===== src/rtl/spike_event_encoder.sv =====
// spike_event_encoder
//   Captures one parallel spike vector per timestep and serialises it into the
//   event FIFO: one word per set bit (ascending neuron index), then one
//   end-of-timestep marker word {1, ts_count}. Stalls on fifo_full so no
//   accepted event is ever lost.
// Ports:
//   clk, rst        clock, asynchronous active-high reset
//   spike_valid     vector offer, sampled only while spike_ready=1
//   spike_vec       bit i = neuron i fired this timestep
//   spike_ready     idle, able to accept a vector
//   fifo_full       FIFO full flag (same-cycle)
//   fifo_wr_en      FIFO write strobe (state decode gated by fifo_full)
//   fifo_data       event word to the FIFO
//   busy            emitting events for a captured vector
//   ts_count        index of the next timestep marker
//   overrun         sticky: spike_valid seen while not ready
module spike_event_encoder #(
  parameter int unsigned NUM_NEURONS = 16,
  parameter int unsigned DATA_WIDTH  = 8
) (
  input  logic                   clk,
  input  logic                   rst,
  input  logic                   spike_valid,
  input  logic [NUM_NEURONS-1:0] spike_vec,
  output logic                   spike_ready,
  input  logic                   fifo_full,
  output logic                   fifo_wr_en,
  output logic [DATA_WIDTH-1:0]  fifo_data,
  output logic                   busy,
  output logic [DATA_WIDTH-2:0]  ts_count,
  output logic                   overrun
);

  localparam int unsigned TS_W  = DATA_WIDTH - 1;
  localparam int unsigned IDX_W = (NUM_NEURONS > 1) ? $clog2(NUM_NEURONS) : 1;

  localparam logic [1:0] ST_IDLE = 2'd0;
  localparam logic [1:0] ST_SCAN = 2'd1;
  localparam logic [1:0] ST_MARK = 2'd2;

  logic [1:0]             state_q, state_d;
  logic [NUM_NEURONS-1:0] pending_q, pending_d;
  logic [TS_W-1:0]        ts_q, ts_d;
  logic                   overrun_q, overrun_d;

  logic [IDX_W-1:0]       low_idx;
  logic [NUM_NEURONS-1:0] pending_rest;

  // Lowest set bit of pending: scan downward so the lowest index wins.
  always_comb begin
    low_idx = '0;
    for (int i = NUM_NEURONS - 1; i >= 0; i--) begin
      if (pending_q[i]) low_idx = IDX_W'(i);
    end
  end

  // x & (x-1) clears exactly the lowest set bit.
  assign pending_rest = pending_q & (pending_q - NUM_NEURONS'(1));

  // State register.
  always_ff @(posedge clk or posedge rst) begin
    if (rst) begin
      state_q   <= ST_IDLE;
      pending_q <= '0;
      ts_q      <= '0;
      overrun_q <= 1'b0;
    end else begin
      state_q   <= state_d;
      pending_q <= pending_d;
      ts_q      <= ts_d;
      overrun_q <= overrun_d;
    end
  end

  // Next state and write-port decode; the write uses this cycle's full flag.
  always_comb begin
    state_d    = state_q;
    pending_d  = pending_q;
    ts_d       = ts_q;
    overrun_d  = overrun_q;
    fifo_wr_en = 1'b0;
    fifo_data  = '0;

    if (spike_valid && (state_q != ST_IDLE)) overrun_d = 1'b1;

    case (state_q)
      ST_IDLE: begin
        if (spike_valid) begin
          pending_d = spike_vec;
          state_d   = (spike_vec != '0) ? ST_SCAN : ST_MARK;
        end
      end
      ST_SCAN: begin
        fifo_data = DATA_WIDTH'(low_idx);
        if (!fifo_full) begin
          fifo_wr_en = 1'b1;
          pending_d  = pending_rest;
          if (pending_rest == '0) state_d = ST_MARK;
        end
      end
      ST_MARK: begin
        fifo_data = {1'b1, ts_q};
        if (!fifo_full) begin
          fifo_wr_en = 1'b1;
          ts_d       = ts_q + TS_W'(1);
          state_d    = ST_IDLE;
        end
      end
      default: state_d = ST_IDLE;
    endcase
  end

  assign spike_ready = (state_q == ST_IDLE);
  assign busy        = (state_q != ST_IDLE);
  assign ts_count    = ts_q;
  assign overrun     = overrun_q;

endmodule

===== config.mk =====
export PLATFORM = sky130hd
export DESIGN_NAME = spike_event_encoder
export DESIGN_NICKNAME = d
export VERILOG_FILES = /design/src/rtl/spike_event_encoder.sv
export SDC_FILE = /design/constraint.sdc
export NUM_CORES = 1
export LEC_CHECK = 0
export ABC_CLOCK_PERIOD_IN_PS = 3720
export BUFFER_PORTS_ARGS = -buffer_cell sky130_fd_sc_hd__clkbuf_2
export CAP_MARGIN = 40
export CELL_PAD_IN_SITES_DETAIL_PLACEMENT = 0
export CELL_PAD_IN_SITES_GLOBAL_PLACEMENT = 2
export CORE_AREA = 2 2 73 75
export DETAILED_ROUTE_END_ITERATION = 6
export DIE_AREA = 0 0 75 77
export GPL_TIMING_DRIVEN = 0
export PLACE_DENSITY_LB_ADDON = 0.1
export SYNTH_ARGS = -nofsm -noshare
export SYNTH_HDL_FRONTEND = slang
export SYNTH_SLANG_ARGS = --single-unit

===== constraint.sdc =====
create_clock -name clk -period 3.72 [get_ports clk]
set_input_delay 1.116 -clock clk [delete_from_list [all_inputs] [get_ports clk]]
set_output_delay 1.116 -clock clk [all_outputs]
set_load 0.01 [all_outputs]

==> reports/results.ini <==
[die]
fp.dieW_um=75
coreArea_um2=4980
die_height_um=77
io_pins=39
die_area_um2=5780
start_util_pct=33.5
row_count=26

[clock_network]
cts-root-buf=clkbuf_8
cts_tree=built
clk-insertion-delay-late_ns=0.27
cts_buffer_depth=2
clock-sinks=26
cts_buffers=3
cts-resized-gates=0
htreeDepth=1
post_cts_buffers=0
cts_hold_buf=0
path_clk_slew_ns=0.09

[cells_and_area]
nNetsFinal=254
area_growth_pct=20.9
drive_gt1_share_pct=23.2
final_cell_mix=clkbuf_2 (39), dfrtp_1 (26), nand2_1 (24)
final_common_cell=clkbuf_2
antenna_cells=0
seqCellArea_um2=651
fill_cells=524
multi_input_area_um2=957

[route]
vias=1566
drtIter0Drc=47
drt-vias-per-instance=5.26
drt-wirelength-per-cell_um=15.6
drcViolationCount=0
dr.pass1.iters=4
routed_wl_mm=4.64
antenna_left=0

[job]
max_cap_viol_count=0

[global_route]
grt_usage_pct=16.4
grt_max_degree=15
antenna_found_initial=0
grt_pass1_vias=1508
grt-ovfl-total=0
grt_pass1_wl_mm=7.33

[status]
status=finished, final reports clean

[place]
place.gp.congestion=0.802
hpwl_mm=3.53
numPortBuffers=38

[setup_path]
cp-end-kind=output pin
cp-start-kind=register
critPathMaxFanout=10
criticalPathCategory=register to output pin
worst_ep_required_time_ns=2.60
cp.arrival_ns=2.32

[synthesis]
synth-edff-count=0
netlist_instances=185
synth_area_leaders=dfrtp_1 (39%), nand2_1 (5.4%), a22o_1 (4.2%)
syn_nets=210
ys_seq_area_share_pct=39.1
syn_avg_cell_area_um2=9.00
synth_top_area_cell=dfrtp_1
syn_area_um2=1670
synthArstFlopShare_pct=100
synthFlopType=dfrtp_1
synthDominantCellAreaShare_pct=39.1
yosys_warnings=0
ys_types=47
yosys_register_bits=26

[pwr]
p_total_mw=1.75
p_leak_nw=0.924
vdd_drop_max_mv=0.278
p_per_area_nw_per_um2=871

[sta]
final_hold_viol_count=0
maxSlewViolCount=0
fin_skew_ns=0.00518
setup-violations-final=0
post-route-min-period_ns=3.44
period_share_pct=92.5
worst_slew_pin_slew_ns=0.954
setup_tns_ns=0
rsz0062_at_grt=false
max_freq_mhz=291
maxSlewHeadroom_pct=36.1

[worst_hold_path]
hp-class=register to register

-- cells by family after synthesis --
kind of cell	Yosys count	share of synthesized area [%]
AOI/OAI and AO/OA	58	24.5
adders and majority gates	7	5.03
DFF	26	39.1
buffers and inverters	15	3.46
xor gates and xnor gates	6	3.16
muxes	2	1.28
and+or+nand+nor	71	23.5
-- layer usage --
metal	part of all wire [%]	global-route usage [%]	wire length (um)	vias to the layer above
met5	0	0	0	-
met2	49	26.7	2250	41
met1	46	22.5	2160	752
met3	3.9	2.10	181	6
li1	-	-	-	767
met4	1.1	4.64	50	0
-- report_power, final --
| part | internal, mW | switching [mW] | total [mW] |
|---|---|---|---|
| clock | 0.0948 | 0.0920 | 0.187 |
| sequential | 0.403 | 0.160 | 0.563 |
| combinational | 0.425 | 0.579 | 1.00 |
| total | 0.923 | 0.831 | 1.75 |
-- synthesized netlist by cell type (3+ instances only) --
library cell	count
nand3_1	4
or2_2	3
o21ai_0	13
clkbuf_1	7
nand2_1	24
nor2_1	6
nand2b_1	4
a22o_1	8
and2_1	4
dfrtp_1	26
ha_1	5
and4_1	3
a21o_1	8
xor2_1	3
inv_1	7
nor2b_1	6
a21oi_1	9
xnor2_1	3
nor4_1	6
-- path summary, 6_finish.rpt --
path / cells past startpoint / slack (ns) / start / to
setup reg to reg: 7 / 0.95 / state_q[1]$_DFFE_PP0P_ / pending_q[13]$_DFFE_PP0P_
hold / removal: 1 / 0.46 / overrun$_DFFE_PP0P_ / overrun$_DFFE_PP0P_
min in group asynchronous: 2 / 0.86 / rst / state_q[0]$_DFFE_PP0P_
hold reg to reg: 1 / 0.46 / overrun$_DFFE_PP0P_ / overrun$_DFFE_PP0P_
max in group asynchronous: 3 / 2.37 / rst / pending_q[5]$_DFFE_PP0P_
setup / recovery: 7 / 0.28 / state_q[1]$_DFFE_PP0P_ / fifo_data[1]
-- cell type report --
type / count / area share, %
Tap cell: 70 / 4.35
Multi-Input combinational cell: 144 / 47.5
Buffer: 8 / 1.55
Clock buffer: 4 / 2.73
Sequential cell: 26 / 32.3
Inverter: 7 / 1.31
Timing Repair Buffer: 39 / 10.2
-- stage by stage --
step	worst slack, ns	std cells	area (um^2)	hold WS [ns]	utilization, %
after global placement	0.599	293	1940	0.441	39.0
after detailed placement	0.627	294	1960	0.443	39.3
after floorplan	1.03	185	1670	0.493	-
after CTS	0.284	298	2010	0.467	40.4
final	0.279	298	2010	0.460	40.4
after global routing	0.0885	298	2010	0.495	40.4
-- sequential cells by signal, summed over array words and instances (netlist names) --
register   count
ts_count       7
overrun        1
pending_q     16
state_q        2
-- critical path, stage by stage (launching register included) --
cell	delay [ns]
dfrtp_1	0.42
inv_1	0.11
ha_1	0.15
clkbuf_1	0.28
clkbuf_1	0.45
o311ai_0	0.23
a21boi_0	0.24
clkbuf_2	0.17
Note: power is estimated with default switching activity, not from simulation.
